[config.mk]
export PLATFORM = sky130hd
export DESIGN_NAME = fsm_lock
export DESIGN_NICKNAME = d
export VERILOG_FILES = /design/src/rtl/fsm_lock_pkg.sv /design/src/rtl/fsm_lock_timer.sv /design/src/rtl/fsm_lock.sv
export SDC_FILE = /design/constraint.sdc
export NUM_CORES = 1
export LEC_CHECK = 0
export ABC_AREA = 1
export CELL_PAD_IN_SITES_DETAIL_PLACEMENT = 0
export CELL_PAD_IN_SITES_GLOBAL_PLACEMENT = 2
export CORE_ASPECT_RATIO = 0.75
export CORE_UTILIZATION = 26
export DETAILED_ROUTE_END_ITERATION = 16
export GPL_ROUTABILITY_DRIVEN = 0
export PLACE_DENSITY_LB_ADDON = 0.1
export SLEW_MARGIN = 20
export SYNTH_ARGS = -nofsm -noshare
export SYNTH_HDL_FRONTEND = slang
export SYNTH_SLANG_ARGS = --single-unit
[constraint.sdc]
create_clock -name clk -period 1.4 [get_ports clk]
set_input_delay 0.35 -clock clk [delete_from_list [all_inputs] [get_ports clk]]
set_output_delay 0.35 -clock clk [all_outputs]
set_load 0.02 [all_outputs]
[src/rtl/fsm_lock_pkg.sv]
// Shared types and constants for the four-symbol code lock: state encoding,
// code symbols and default parameter values.
package fsm_lock_pkg;

    typedef enum logic [2:0] {
        ST_IDLE    = 3'd0,
        ST_S1      = 3'd1,
        ST_S2      = 3'd2,
        ST_S3      = 3'd3,
        ST_OPEN    = 3'd4,
        ST_LOCKOUT = 3'd5
    } state_t;

    // Raw symbol values as {X,Y}.
    localparam logic [1:0] SYM_00 = 2'b00;
    localparam logic [1:0] SYM_01 = 2'b01;
    localparam logic [1:0] SYM_10 = 2'b10;
    localparam logic [1:0] SYM_11 = 2'b11;

    // The unlock code, in entry order.
    localparam logic [1:0] CODE_0 = SYM_01;
    localparam logic [1:0] CODE_1 = SYM_00;
    localparam logic [1:0] CODE_2 = SYM_11;
    localparam logic [1:0] CODE_3 = SYM_00;

    localparam int LOCKOUT_CYCLES_DEF = 16;
    localparam int MAX_FAILS_DEF      = 3;

endpackage

[src/rtl/fsm_lock_timer.sv]
// Lockout down-counter: load presets CYCLES-1, enable counts down to zero,
// done flags zero.
module fsm_lock_timer #(
    parameter int CYCLES = 16
) (
    input  logic clk,
    input  logic rst,
    input  logic load,
    input  logic enable,
    output logic done
);

    localparam int W = (CYCLES > 1) ? $clog2(CYCLES) : 1;

    logic [W-1:0] count;

    always_ff @(posedge clk) begin
        if (rst) begin
            count <= '0;
        end else if (load) begin
            count <= W'(CYCLES - 1);
        end else if (enable && (count != '0)) begin
            count <= count - W'(1);
        end
    end

    assign done = (count == '0);

endmodule

[src/rtl/fsm_lock.sv]
// Code lock: symbols {X,Y} are edge-detected through a two-stage register and
// walked through a code-matching FSM with failure counting and timed lockout.
module fsm_lock
    import fsm_lock_pkg::*;
#(
    parameter int LOCKOUT_CYCLES = LOCKOUT_CYCLES_DEF,
    parameter int MAX_FAILS      = MAX_FAILS_DEF
) (
    input  logic                               clk,
    input  logic                               rst,
    input  logic                               X,
    input  logic                               Y,
    output logic                               unlock,
    output logic [2:0]                         dbg_state,
    output logic [$clog2(MAX_FAILS+1)-1:0]     dbg_fails
);

    localparam int FW = $clog2(MAX_FAILS + 1);

    logic [1:0]    in_q;
    logic [1:0]    prev_q;
    state_t        state;
    logic [FW-1:0] fails;

    logic          evt;
    logic [1:0]    sym;
    state_t        tgt;
    logic          fail;
    logic          lock_trip;
    logic          timer_done;

    assign evt = (in_q != prev_q);
    assign sym = in_q;

    // Normal next state and failure flag; lockout trip overrides the target.
    always_comb begin
        tgt  = state;
        fail = 1'b0;
        case (state)
            ST_IDLE: begin
                if (evt) tgt = (sym == CODE_0) ? ST_S1 : ST_IDLE;
            end
            ST_S1: begin
                if (evt) begin
                    if (sym == CODE_1) begin
                        tgt = ST_S2;
                    end else if (sym == SYM_10 || sym == SYM_11) begin
                        tgt  = ST_IDLE;
                        fail = 1'b1;
                    end
                end
            end
            ST_S2: begin
                if (evt) begin
                    if (sym == CODE_2) begin
                        tgt = ST_S3;
                    end else if (sym == SYM_01) begin
                        tgt  = ST_S1;
                        fail = 1'b1;
                    end else if (sym == SYM_10) begin
                        tgt  = ST_IDLE;
                        fail = 1'b1;
                    end
                end
            end
            ST_S3: begin
                if (evt) begin
                    if (sym == CODE_3) begin
                        tgt = ST_OPEN;
                    end else if (sym == SYM_01) begin
                        tgt  = ST_S1;
                        fail = 1'b1;
                    end else if (sym == SYM_10) begin
                        tgt  = ST_IDLE;
                        fail = 1'b1;
                    end
                end
            end
            ST_OPEN: begin
                if (evt) tgt = (sym == SYM_01) ? ST_S1 : ST_IDLE;
            end
            ST_LOCKOUT: begin
                tgt = timer_done ? ST_IDLE : ST_LOCKOUT;
            end
            default: tgt = ST_IDLE;
        endcase
    end

    assign lock_trip = fail && (fails == FW'(MAX_FAILS - 1));

    always_ff @(posedge clk) begin
        if (rst) begin
            in_q   <= SYM_00;
            prev_q <= SYM_00;
            state  <= ST_IDLE;
            fails  <= '0;
            unlock <= 1'b0;
        end else begin
            // The input pipeline keeps running in lockout so exit sees no stale edge.
            in_q   <= {X, Y};
            prev_q <= in_q;
            if (lock_trip) begin
                state  <= ST_LOCKOUT;
                fails  <= '0;
                unlock <= 1'b0;
            end else begin
                state  <= tgt;
                unlock <= (tgt == ST_OPEN);
                if (tgt == ST_OPEN) begin
                    fails <= '0;
                end else if (fail) begin
                    fails <= fails + FW'(1);
                end
            end
        end
    end

    fsm_lock_timer #(
        .CYCLES (LOCKOUT_CYCLES)
    ) u_timer (
        .clk    (clk),
        .rst    (rst),
        .load   (lock_trip),
        .enable (state == ST_LOCKOUT),
        .done   (timer_done)
    );

    assign dbg_state = state;
    assign dbg_fails = fails;

endmodule

Word-level counts from Yosys, hierarchy flattened --
Cells that the tools add are included.
Word-level totals: register bits 14, latch bits 0, memory bits (writable) 0, bits in read-only memories 0, bits of input ports 4, output and inout port bits 6, word-level logic and storage cells 57, memories kept 0
Operators by class: add/sub/neg operators 2, multiply operators 0, divide/modulo/power cells 0, magnitude comparators 0, eq/ne operators 11, shifts and indexed selects 0, multiplexer cells 26, bitwise operators 0, reductions and logical operators 11
Operator list (count):
- $mux W3 | 12
- $pmux W3 S5 | 1
- $mux W1 | 10
- $eq A3 B3 Y1 const B | 3
- $mux W4 | 2
- $eq A2 B2 Y1 const B | 3
- $eq A3 B2 Y1 const B | 2
- $logic_not A4 Y1 | 1
- $reduce_bool A4 Y1 | 1
- $reduce_or A2 Y1 | 2
- $sub A4 B1 Y4 const B | 1
- $eq A3 B1 Y1 const B | 1
- $logic_not A3 Y1 | 1
- $pmux W1 S3 | 1
- $reduce_or A3 Y1 | 1
- $add A2 B1 Y2 const B | 1
- $eq A2 B1 Y1 const B | 1
- $logic_and A1 B1 Y1 | 2
- $logic_not A2 Y1 | 1
- $ne A2 B2 Y1 | 1
- $reduce_bool A2 Y1 | 1
- $logic_or A1 B1 Y1 | 1

Longest topological paths before layout --
Gate-level depths: netlist of run 1.
depth after elaboration 8, mapped depth 13, mapped depth without buffers 13

Modules after synthesis --
From an unflattened synthesis of run 1, not the netlist that was laid out.
Second synthesis, totals: cell total of the unflattened synthesis 140, area total of the unflattened synthesis 962.2 um2
Modules (own cells, without submodules):
- fsm_lock | instances 1, cells each 104, area an instance 701.9 um2, seq. area each 200.2 um2
- fsm_lock_timer | instances 1, cells each 36, area an instance 260.2 um2, seq. area each 80.1 um2

Worst setup path before layout of run 1 --
Ideal clock, no wire load.
path type register -> register, from reg in_q[0], to reg fails[0], in the netlist dbg_fails[0], setup time 111 ps, arrival time 1293 ps, data required time 1289 ps, setup slack -3 ps, cell stages (with the launch flop) 11, buffers on the path 0, period minus slack after synthesis 1403 ps, cells stage by stage dfxtp_1 -> inv_2 -> ha_1 -> inv_1 -> o21ai_0 -> nand2_1 -> nand4_2 -> inv_2 -> nor2_4 -> nand2_1 -> nor2_1
On the way: word-level cells in the longest chain between the ends 8, elaborated cells between the ends (all ways) 31, classes of those cells 5 x eq/ne; 22 x mux; 4 x reduce/logical
RTL lines:
- from (decl) | RTL line fsm_lock.sv:20 | logic [1:0] in_q;
- from (signal assigned) | RTL line fsm_lock.sv:100 | in_q <= {X, Y};
- $eq A2 B2 Y1, on equally long branches
- $mux W3 (tied with other cells) | RTL line fsm_lock.sv:60, fsm_lock.sv:73
- $mux W3 (tied with other cells) | RTL line fsm_lock.sv:57 | end else if (sym == SYM_01) begin
- $mux W3 (tied with other cells) | RTL line fsm_lock.sv:68 | if (sym == CODE_3) begin
- $mux W3 (tied with other cells) | RTL line fsm_lock.sv:67 | if (evt) begin
- $pmux W3 S5 or $pmux W1 S3 (tied branches) | RTL line fsm_lock.sv:39 | case (state)
- $eq A3 B3 Y1 or $logic_and A1 B1 Y1 (tied branches) | RTL line fsm_lock.sv:109, fsm_lock.sv:89
- $reduce_or A3 Y1 (no line)
- to (signal assigned) | RTL line fsm_lock.sv:112 | fails <= fails + FW'(1);
- to (decl) | RTL line fsm_lock.sv:23 | logic [FW-1:0] fails;
Parallel ways exist; a longest one is shown, timed or not. A chain may end at the register's enable or synchronous reset.

Final worst setup path of run 1 --
from reg in_q[1], to reg state[1], in the netlist dbg_state[1]
On the way: word-level cells in the longest chain between the ends 8, elaborated cells between the ends (all ways) 29, classes of those cells 4 x eq/ne; 21 x mux; 4 x reduce/logical
RTL lines:
- $eq A2 B2 Y1, on equally long branches
- $mux W1 or $logic_or A1 B1 Y1 (tied branches) | RTL line fsm_lock.sv:60, fsm_lock.sv:73, fsm_lock.sv:47
- $mux W1, on equally long branches | RTL line fsm_lock.sv:70, fsm_lock.sv:47
- $mux W1, on equally long branches | RTL line fsm_lock.sv:68, fsm_lock.sv:45, fsm_lock.sv:55
- $mux W1, on equally long branches | RTL line fsm_lock.sv:67, fsm_lock.sv:44, fsm_lock.sv:54
- $pmux W1 S3 | RTL line fsm_lock.sv:39
- $logic_and A1 B1 Y1 | RTL line fsm_lock.sv:89 | assign lock_trip = fail && (fails == FW'(MAX_FAILS - 1));
- $reduce_or A2 Y1 (no line)
- to (signal assigned) | RTL line fsm_lock.sv:107 | state <= tgt;
- to (decl) | RTL line fsm_lock.sv:22 | state_t state;
Parallel ways exist; a longest one is shown, timed or not.

==> results of run 1 <==
power groups by stage:
stage,Sequential [mW],Clock [mW],Combinational [mW]
6_report,0.417,0.333,0.213
4_1_cts,0.416,0.349,0.192
3_5_place_dp,0.424,0,0.136
5_1_grt,0.418,0.363,0.230
2_1_floorplan,0.426,0,0.0716
3_3_place_gp,0.424,0,0.138
per-stage QoR:
| step | power, mW | area [sq um] | worst slack (ps) |
|---|---|---|---|
| after floorplan | 0.4980 | 869.6 | 14.11 |
| after global placement | 0.5624 | 1124 | -115.1 |
| after CTS | 0.9569 | 1330 | -41.68 |
| after global routing | 1.012 | 1423 | -115.5 |
| after detailed placement | 0.5604 | 1124 | -146.5 |
| final | 0.9630 | 1423 | -30.04 |
final cells by class:
type	count	area, sq um
clock buffers	3	41.29
multi-input cells	92	650.6
repair buffers	35	289.0
well taps	38	47.55
fillers	326	1640
flip-flops and latches	14	289.0
inverters	24	105.1
layer usage:
metal	part of all wire, %	GRT usage, %	up-vias
met5	0	0	-
met4	0.66	4.082	0
met3	3.0	3.947	2
met2	42	25.00	11
met1	54	22.53	400
li1	-	-	477
critical path: stages (launching register included):
cell and delay (ps):
dfxtp_4 370, buf_6 120, ha_4 160, o21ai_1 150
nand2_1 110, nand4_2 110, inv_2 70, nor2_4 100
inv_2 50, a31oi_1 120
worst max-delay path by stage:
stage,end,slack [ps],from
after floorplan,dbg_fails[0],10,in_q[1]
after global placement,dbg_fails[1],-120,in_q[1]
after detailed placement,dbg_fails[0],-150,in_q[1]
after CTS,dbg_fails[0],-40,in_q[1]
after global routing,dbg_fails[1],-120,in_q[1]
final,dbg_state[1],-30,in_q[1]
registers in the layout, summed over array words and instances (netlist names):
name / count
prev_q: 2
dbg_state: 3
unlock: 1
u_timer.count: 4
dbg_fails: 2
in_q: 2
synthesized netlist by cell type, drive strengths merged:
| cell | count | area, sq um |
|---|---|---|
| a21boi | 1 | 7.510 |
| a21oi | 6 | 41.29 |
| a31oi | 1 | 6.260 |
| clkbuf | 1 | 3.750 |
| dfxtp | 14 | 280.3 |
| ha | 6 | 75.07 |
| inv | 24 | 90.08 |
| nand2 | 38 | 157.7 |
| nand3 | 9 | 50.05 |
| nand4 | 2 | 18.77 |
| nor2 | 18 | 75.07 |
| nor3 | 1 | 5.000 |
| o21ai | 5 | 25.02 |
| or2 | 1 | 6.260 |
| xnor2 | 1 | 8.760 |
| xor2 | 2 | 17.52 |
cell families after synthesis:
logic type | Yosys count | share of synthesized area, %
AO/OA/AOI/OAI | 13 | 9.222
flip-flops | 14 | 32.28
AND/OR/NAND/NOR | 69 | 36.02
XOR/XNOR | 3 | 3.026
buffers and inverters | 25 | 10.81
adder cells (fa/ha/maj) | 6 | 8.645
timing repair:
| action | in CTS | in global routing |
|---|---|---|
| pin swaps | 19 | 21 |
| buffers inserted | 7 | 3 |
| gates cloned | 1 | 0 |
| endpoints found under the setup margin | 16 | 10 |
| resized for setup | 42 | 23 |
==> flow_summary.json, run 1 <==
{
  "mappedNetlistArea_sq_um": 868.3,
  "r2r_cells": 9,
  "hold_depth": 2,
  "grt_pass1_vias": 878,
  "drive_above_1_share_pct": 48.81,
  "drv_cap": 0,
  "drc": 0,
  "die_area_sq_um": 3577,
  "internal-power_mw": 0.6956,
  "post-route-period-util_pct": 102.1,
  "finalSetupViolations": 5,
  "p_sw_mw": 0.2674,
  "crit_required_ps": 1570,
  "fin_tns_setup_ps": -95.16,
  "hpwl_um": 1741,
  "syn-mean-instance-area_sq_um": 6.679,
  "ant_nets": 0,
  "cts_max_path_buffers": 2,
  "endpoint_kind": "flip-flop",
  "syn_nets": 140,
  "via_per_inst": 4.320,
  "startpoint_type": "flip-flop",
  "dp.cells": 192,
  "worstMarginPinSlew_ps": 285.7,
  "relSlewSlack_pct": 80.89,
  "hold_path.class": "reg -> reg",
  "power_frac_seq_pct": 43.3,
  "cts_tree": "built",
  "reg2reg_from": "in_q[1]",
  "p_sw_share_pct": 27.77,
  "drt-initial-drc-count": 32,
  "grt_pass1_wl_um": 4084,
  "hold_buffers": 0,
  "cts_buffers": 3,
  "core_area_sq_um": 3063,
  "area.growth.synth_to_final_pct": 63.83,
  "final_cells": 206,
  "drt-total-wl_um": 2409,
  "status": "complete, but fails checks",
  "cts_max_level": 1,
  "critPathKind": "reg -> reg",
  "violations": "setup timing",
  "drv_slew": 0,
  "grt-ovfl-total": 0,
  "path_clk_slew_ps": 60,
  "wl_per_cell_um": 11.69,
  "vias": 890,
  "mostFrequentLayoutCells": "23 x buf_4, 17 x nand2_2, 16 x nand2_1",
  "yosys_warnings": 0,
  "ir_drop_v": 0.0004499,
  "fin_util_pct": 46.45,
  "cts.sinks": 14,
  "p_per_area_nw_per_um2": 676.9,
  "finalHoldViolations": 0,
  "p_comb_share_pct": 22.1,
  "start_util_pct": 28.35,
  "p_clk_share_pct": 34.5,
  "min_from": "u_timer.count[3]",
  "fmax_mhz": 699.3,
  "cts-root-buf": "clkbuf_8",
  "arrival_ps": 1600,
  "num_rows": 17,
  "grt_max_degree": 8,
  "yosysSeqAreaShare_pct": 32.28,
  "p_leak_nw": 0.6812,
  "die_x_um": 68.73,
  "ys_seq_elements": 14,
  "syn_inst": 130,
  "skew_ps": 6.631,
  "nNetsFinal": 180,
  "port_buffers": 9,
  "holdWs_ps": 548.0,
  "reg2reg_slack_ps": -30,
  "fp.dieH_um": 52.05,
  "path_max_fanout": 5,
  "fin_ws_ps": -30.04,
  "worst_hold_path.endpoint": "u_timer.count[3]",
  "ioPinCount": 10,
  "r2r-end": "dbg_state[1]",
  "clkLatencyLatePin_ps": 250,
  "track_usage_pct": 16.26,
  "n_antenna_cell": 0,
  "dr.pass1.iters": 4,
  "grt_antenna_before_repair": 0,
  "final_common_cell": "buf_4",
  "rsz0062_at_grt": "yes",
  "ys_types": 24,
  "min_period_ps": 1430
}
No activity file was read; power rests on OpenSTA's default activity.
==> run 2, diff against run 1 <==
--- a/config.mk
+++ b/config.mk
@@ -12,6 +12,7 @@
 export CORE_UTILIZATION = 26
 export DETAILED_ROUTE_END_ITERATION = 16
 export GPL_ROUTABILITY_DRIVEN = 0
+export HOLD_SLACK_MARGIN = 0.03
 export PLACE_DENSITY_LB_ADDON = 0.1
 export SLEW_MARGIN = 20
 export SYNTH_ARGS = -nofsm -noshare
==> results of run 2 <==
The final DEF is identical to that of run 1; final timing and power are the same.
